File: config.mk
export PLATFORM = sky130hd
export DESIGN_NAME = lsu_bus_ctrl
export DESIGN_NICKNAME = d
export VERILOG_FILES = /design/src/rtl/lsu_bus_ctrl.sv
export SDC_FILE = /design/constraint.sdc
export NUM_CORES = 1
export LEC_CHECK = 0
export BUFFER_PORTS_ARGS = -buffer_cell sky130_fd_sc_hd__clkbuf_2
export CORE_MARGIN = 2
export CORE_UTILIZATION = 54
export CTS_CLUSTER_DIAMETER = 120
export DETAILED_ROUTE_END_ITERATION = 16
export PLACE_DENSITY = 0.86
export SLEW_MARGIN = 10
export SYNTH_ARGS = -nofsm -noshare
export SYNTH_HDL_FRONTEND = slang
export SYNTH_SLANG_ARGS = --single-unit
File: constraint.sdc
create_clock -name clk -period 6 [get_ports clk]
set_input_delay 1.2 -clock clk [delete_from_list [all_inputs] [get_ports clk]]
set_output_delay 1.2 -clock clk [all_outputs]
set_load 0.01 [all_outputs]
File: src/rtl/lsu_bus_ctrl.sv
// lsu_bus_ctrl -- load/store stage between the ALU and the data-memory bus.
// It takes one decoded memory command and runs it as a single valid/ack bus
// transaction. It steers byte lanes and strobes, sign- or zero-extends load
// data, and stalls the core until the access retires. Misaligned or
// illegal-size accesses are flagged without touching the bus. A request that
// is never acked is abandoned after TIMEOUT_CYCLES and reported as a bus error.
//
// Ports
//   clk, reset          core clock (rising edge), async active-low reset
//   lsEn, isStore       load/store command, direction
//   lsMode[2:0]         [1:0] size (0 B, 1 H, 2 W, 3 illegal), [2] zero-extend
//   addr, storeData     effective byte address, rs2 value
//   stall               hold PC/regfile (combinational)
//   loadData/loadValid  extended load result + one-cycle retire pulse
//   misalign, busError  one-cycle fault pulses
//   memReq/We/Addr/Wstrb/Wdata, memRdata, memAck   data-memory bus
module lsu_bus_ctrl #(
  parameter int unsigned TIMEOUT_CYCLES = 255
) (
  input  logic        clk,
  input  logic        reset,
  input  logic        lsEn,
  input  logic        isStore,
  input  logic [2:0]  lsMode,
  input  logic [31:0] addr,
  input  logic [31:0] storeData,
  output logic        stall,
  output logic [31:0] loadData,
  output logic        loadValid,
  output logic        misalign,
  output logic        busError,
  output logic        memReq,
  output logic        memWe,
  output logic [31:0] memAddr,
  output logic [3:0]  memWstrb,
  output logic [31:0] memWdata,
  input  logic [31:0] memRdata,
  input  logic        memAck
);

  typedef enum logic [1:0] {IDLE, REQ, DONE} state_t;

  localparam logic [15:0] CNT_LAST = 16'(TIMEOUT_CYCLES - 32'd1);

  state_t      state;
  logic [15:0] cnt;
  logic [2:0]  mode_q;
  logic [1:0]  lane_q;

  logic        bad;
  logic [3:0]  wstrb_n;
  logic [31:0] wdata_n;

  // Alignment / size legality of the incoming command.
  always_comb begin
    case (lsMode[1:0])
      2'd0:    bad = 1'b0;
      2'd1:    bad = addr[0];
      2'd2:    bad = (addr[1:0] != 2'b00);
      default: bad = 1'b1;
    endcase
  end

  // Store lane replication and strobes; loads never assert strobes.
  always_comb begin
    case (lsMode[1:0])
      2'd0: begin
        wdata_n = {4{storeData[7:0]}};
        wstrb_n = 4'b0001 << addr[1:0];
      end
      2'd1: begin
        wdata_n = {2{storeData[15:0]}};
        wstrb_n = addr[1] ? 4'b1100 : 4'b0011;
      end
      default: begin
        wdata_n = storeData;
        wstrb_n = 4'b1111;
      end
    endcase
    if (!isStore) wstrb_n = 4'b0000;
  end

  // Select the addressed lane of the read word and extend it to 32 bits.
  function automatic logic [31:0] extend(input logic [2:0]  mode,
                                         input logic [1:0]  lane,
                                         input logic [31:0] rdata);
    logic [31:0] sh;
    logic [7:0]  b;
    logic [15:0] h;
    sh = rdata >> {lane, 3'b000};
    b  = sh[7:0];
    h  = lane[1] ? rdata[31:16] : rdata[15:0];
    case (mode[1:0])
      2'd0:    extend = mode[2] ? {24'h0, b} : {{24{b[7]}}, b};
      2'd1:    extend = mode[2] ? {16'h0, h} : {{16{h[15]}}, h};
      default: extend = rdata;
    endcase
  endfunction

  // Gated by reset so an abandoned access releases the core at once.
  assign stall = reset & (((state == IDLE) & lsEn) | (state == REQ));

  always_ff @(posedge clk or negedge reset) begin
    if (!reset) begin
      state     <= IDLE;
      cnt       <= '0;
      mode_q    <= '0;
      lane_q    <= '0;
      loadData  <= '0;
      loadValid <= 1'b0;
      misalign  <= 1'b0;
      busError  <= 1'b0;
      memReq    <= 1'b0;
      memWe     <= 1'b0;
      memAddr   <= '0;
      memWstrb  <= '0;
      memWdata  <= '0;
    end else begin
      // Pulses live only for the single DONE cycle.
      loadValid <= 1'b0;
      misalign  <= 1'b0;
      busError  <= 1'b0;
      case (state)
        IDLE: begin
          if (lsEn) begin
            memAddr  <= {addr[31:2], 2'b00};
            memWe    <= isStore;
            memWstrb <= wstrb_n;
            memWdata <= wdata_n;
            mode_q   <= lsMode;
            lane_q   <= addr[1:0];
            if (bad) begin
              misalign <= 1'b1;
              state    <= DONE;
            end else begin
              memReq <= 1'b1;
              state  <= REQ;
            end
          end
        end
        REQ: begin
          // Ack wins over a timeout landing in the same cycle.
          if (memAck) begin
            memReq <= 1'b0;
            cnt    <= '0;
            state  <= DONE;
            if (!memWe) begin
              loadData  <= extend(mode_q, lane_q, memRdata);
              loadValid <= 1'b1;
            end
          end else if (cnt == CNT_LAST) begin
            memReq   <= 1'b0;
            loadData <= '0;
            busError <= 1'b1;
            cnt      <= '0;
            state    <= DONE;
          end else begin
            cnt <= cnt + 16'd1;
          end
        end
        default: begin
          // Retire cycle: lsEn still belongs to the retiring instruction.
          cnt   <= '0;
          state <= IDLE;
        end
      endcase
    end
  end

endmodule

== Word level (Yosys, flattened, before mapping) ==
Index checks and enable logic that the tools add are counted.

* Add/subtract/negate cells: 1
* Equal/unequal tests: 9
* Shift-type cells: 2
* Mux-type cells: 34
* Bitwise logic cells: 3
* Reductions and logical operators: 10

{| class="wikitable"
|+ Operators by type and width
! cell !! count
|-
| 32-bit 2-to-1 mux || 5
|-
| 32-bit case mux with 2 select lines || 2
|-
| 16-bit 2-to-1 mux || 3
|-
| 16-bit case mux with 2 select lines || 1
|-
| 32-bit by 5-bit right shift with 8-bit output || 1
|-
| 16-bit by 1-bit adder with 16-bit output, second input constant || 1
|-
| 16-bit by 8-bit == test with 1-bit output, second input constant || 1
|-
| 1-bit 2-to-1 mux || 13
|-
| 2-bit 2-to-1 mux || 4
|-
| 4-bit 2-to-1 mux || 2
|-
| 4-bit case mux with 2 select lines || 1
|-
| 2-bit by 1-bit == test with 1-bit output, second input constant || 3
|-
| 2-bit zero test || 3
|-
| 2-bit inequality test, second input constant || 3
|-
| 2-bit nonzero test || 3
|-
| 2-bit case mux with 2 select lines || 1
|-
| 2-bit AND reduction || 2
|-
| 4-bit AND reduction || 1
|-
| 1-bit by 2-bit left shift with 4-bit output, first input constant || 1
|-
| 3-bit by 2-bit inequality test with 1-bit output, second input constant || 1
|-
| 1-bit case mux with 3 select lines || 1
|-
| 3-bit AND reduction || 1
|-
| 1-bit AND || 2
|-
| 2-bit == test, second input constant || 1
|-
| other kinds (2) || 2
|}

* Flip-flop bits (word level): 126
* Input bits: 104
* Output and inout bits: 106

== Depth between registers and ports, before layout ==
* Depth after elaboration: 5
* Gate-level depth with buffers: 7

== Worst setup path before layout ==
Ideal clock, no wire load.

* Path type: input-to-output
* Start: input lsEn
* End: output stall
* Arrival time: 1.543 ns
* Path slack: 3.257 ns
* Stages on the path: 2
* Cells stage by stage: nor2_1 nor3b_1

* Word-level cells in the longest chain between the ends: 3

{| class="wikitable"
|+ RTL lines
! element !! RTL line !! RTL
|-
| start, declared || 22 || <nowiki>input logic lsEn,</nowiki>
|-
| 1-bit AND || 101 || <nowiki>assign stall = reset & (((state == IDLE) & lsEn) | (state == REQ));</nowiki>
|-
| 1-bit bitwise OR || 101 ||
|-
| 1-bit AND || 101 ||
|-
| end, declared || 27 || <nowiki>output logic stall,</nowiki>
|}

No other way between the ends.

== Final worst setup path ==
* Start: input reset
* End: output stall

* Word-level cells in the longest chain between the ends: 1

{| class="wikitable"
|+ RTL lines
! element !! RTL line !! RTL
|-
| start, declared || 21 || <nowiki>input logic reset,</nowiki>
|-
| 1-bit AND || 101 ||
|}

No other way between the ends.

==> impl_metrics.tcl <==
set metrics [dict create \
    status "finished clean" \
    period_needed_ns 3.54 \
    place.gp.congestion 0.862 \
    ir_worst_vdd_v 0.000243 \
    grt_first_pass_wirelength_um 26200 \
    die_h_um 109 \
    avgViaCountPerCell 5.79 \
    drc 0 \
    clock-sinks 126 \
    slowest_stage "buf_4" \
    post_cts_buffers 0 \
    dp_hpwl_um 11400 \
    cts_buffers 17 \
    wirelength_um 16600 \
    relSlewSlack 0.269 \
    synthCells 609 \
    rsz0062_at_grt "no" \
    mostFrequentLayoutCells "206 x clkbuf_2, 164 x nand2_1, 126 x dfrtp_1" \
    vias 5490 \
    yosysWarnings 0 \
    critPathLaunchType "primary input" \
    start_util 0.553 \
    core_um2 10800 \
    hold_buffers 0 \
    die_w_um 109 \
    io_buffers 207 \
    synth-seq-area-share 0.529 \
    drive_above_1_share 0.321 \
    place_area_um2 7000 \
    fin_area_um2 7620 \
    synthFlopType "dfrtp_1" \
    io_pins 210 \
    synthArstFlopShare 1.00 \
    arrival_ns 2.34 \
    cp-startpoint "reset" \
    cts_resized 0 \
    postSynthAreaPerCell_um2 9.79 \
    antenna_found_initial 0 \
    ys_types 53 \
    dieArea_um2 11900 \
    htreeDepth 4 \
    synthToLayoutAreaGrowth_pct 27.7 \
    tns_ns 0 \
    reg2reg_to "loadData[18]$_DFFE_PN0P_" \
    r2r-start "state[1]$_DFFE_PN0P_" \
    ant_nets 0 \
    power_per_cell_area_nw_per_um2 459 \
    end_kind "output port" \
    rr_worst_depth 4 \
    clkTransAtPathRegs_ns 0.06 \
    wl_per_cell_um 17.5 \
    hold_violations 0 \
    placed_cells 916 \
    cts-root-buf "clkbuf_8" \
    rows 38 \
    synth-edff-count 0 \
    max_stage_delay_ns 0.68 \
    rrSetupSlack_ns 3.45 \
    worst_ep_required_time_ns 4.80 \
    setup_violations 0 \
    fin_cells 948 \
    grt_pass1_vias 5337 \
    final_common_cell "clkbuf_2" \
    hold_class "reg -> reg" \
    fin_skew_ns 0.00672 \
    max-cap-violations 0 \
    slew_viol_final 0 \
    criticalPathCategory "in -> out" \
    ys_ff_latch 126 \
    hold_ws_ns 0.474 \
    worstMarginPinSlew_ns 1.09 \
    cts_tree "built" \
    grt.total_usage 0.288 \
    grt_overflow 0 \
    syn-cell-area_um2 5960 \
    first_pass_iters 5 \
    grt_max_degree 96 \
    antenna_cells 0 \
    clock_latency_ns 0.53 \
    p_leak_nw 3.92 \
    fmaxAchievable_mhz 282 \
    worstPathCellList "buf_4 > nor3b_1 > clkbuf_2" \
    min_period_over_period 0.590 \
    drt_first_iter_violations 329 \
    cts.path.max_buffers 2 \
    crit_end "stall" \
    critical_path.max_fanout 76 \
    total_power_mw 3.50 \
    fin_nets 901 \
]
## worst min-delay path by stage
stage,startpoint,end,slack [ns],cells past startpoint
after floorplan,cnt[7]$_DFFE_PN0P_,cnt[7]$_DFFE_PN0P_,0.47,1
after global placement,memAddr[31]$_DFFE_PN0P_,memAddr[31]$_DFFE_PN0P_,0.46,2
after detailed placement,memWdata[4]$_DFFE_PN0P_,memWdata[4]$_DFFE_PN0P_,0.46,2
after CTS,memWdata[4]$_DFFE_PN0P_,memWdata[4]$_DFFE_PN0P_,0.48,2
after global routing,memAddr[22]$_DFFE_PN0P_,memAddr[22]$_DFFE_PN0P_,0.50,2
final,memAddr[20]$_DFFE_PN0P_,memAddr[20]$_DFFE_PN0P_,0.47,2
## critical path, delay by kind of cell
kind	cells	cell delay, ns
buffers and inverters	2	0.84
AND/OR/NAND/NOR	1	0.26
## stage by stage
| stage | setup slack [ns] | utilization |
|---|---|---|
| 6_report | 2.46 | 0.706 |
| 5_1_grt | 2.26 | 0.706 |
| 4_1_cts | 2.40 | 0.706 |
| 3_5_place_dp | 2.39 | 0.649 |
| 3_3_place_gp | 2.40 | 0.649 |
| 2_1_floorplan | 3.26 | - |
## cell families (layout without fill, tap and decap cells)
kind of cell               after synthesis  in the layout  share of synthesized area
and+or+nand+nor                        242            242                      0.183
AOI/OAI and AO/OA                      144            144                      0.159
DFF                                    126            126                      0.529
buffers and inverters                   53            251                     0.0403
muxes                                   41             41                     0.0837
adders and majority gates                2              2                    0.00420
other                                    1              2                   0.000629
## sequential cells by signal, indices dropped and copies added, names as in the netlist
name and count:
mode_q 3, memReq 1, misalign 1, busError 1, cnt 16, memWstrb 4, state 2, memWdata 32
loadValid 1, memWe 1, lane_q 2, memAddr 30, loadData 32
## cells in the mapped netlist (all sizes together), types with 2 or more instances
cell type	count	area, µm²
buf	16	101
inv	7	26.3
o22ai	2	12.5
nand3	9	45.0
and2	3	18.8
dfrtp	126	3150
nor3	5	25.0
a31oi	17	106
o21ai	47	235
nand2	165	619
or3b	2	17.5
o21a	2	22.5
nand4	8	65.1
nor4	3	40.0
a22o	2	17.5
o211ai	5	37.5
nor2	22	82.6
a221oi	8	70.1
clkbuf	29	109
and3	10	62.6
ha	2	25.0
mux2i	33	330
a221o	22	220
mux4	7	158
a41oi	4	35.0
and4	3	26.3
a21oi	30	150
or2	3	18.8
nand2b	4	32.5
## power breakdown
| part | switching [mW] | leakage [nW] | total, mW | internal (mW) |
|---|---|---|---|---|
| Combinational | 0.595 | 2.03 | 1.06 | 0.460 |
| Sequential | 0.232 | 1.59 | 1.38 | 1.14 |
| Clock | 0.371 | 0.298 | 1.06 | 0.694 |
## area by class of cell
cell class,instances,area (µm²)
Multi-Input combinational cell,431,2580
Inverter,8,30.0
Timing Repair Buffer,211,1070
Tap cell,140,175
Fill cell,788,3180
Sequential cell,126,3150
Clock inverter,11,164
Clock buffer,21,449
## layer usage
metal	vias to the layer above	wire length [µm]	GRT usage
li1	2544	-	-
met1	2594	6410	0.360
met2	312	8000	0.460
met3	40	1640	0.0938
met4	0	516	0.121
met5	-	0	0
Power figures use the tool's default switching activity.
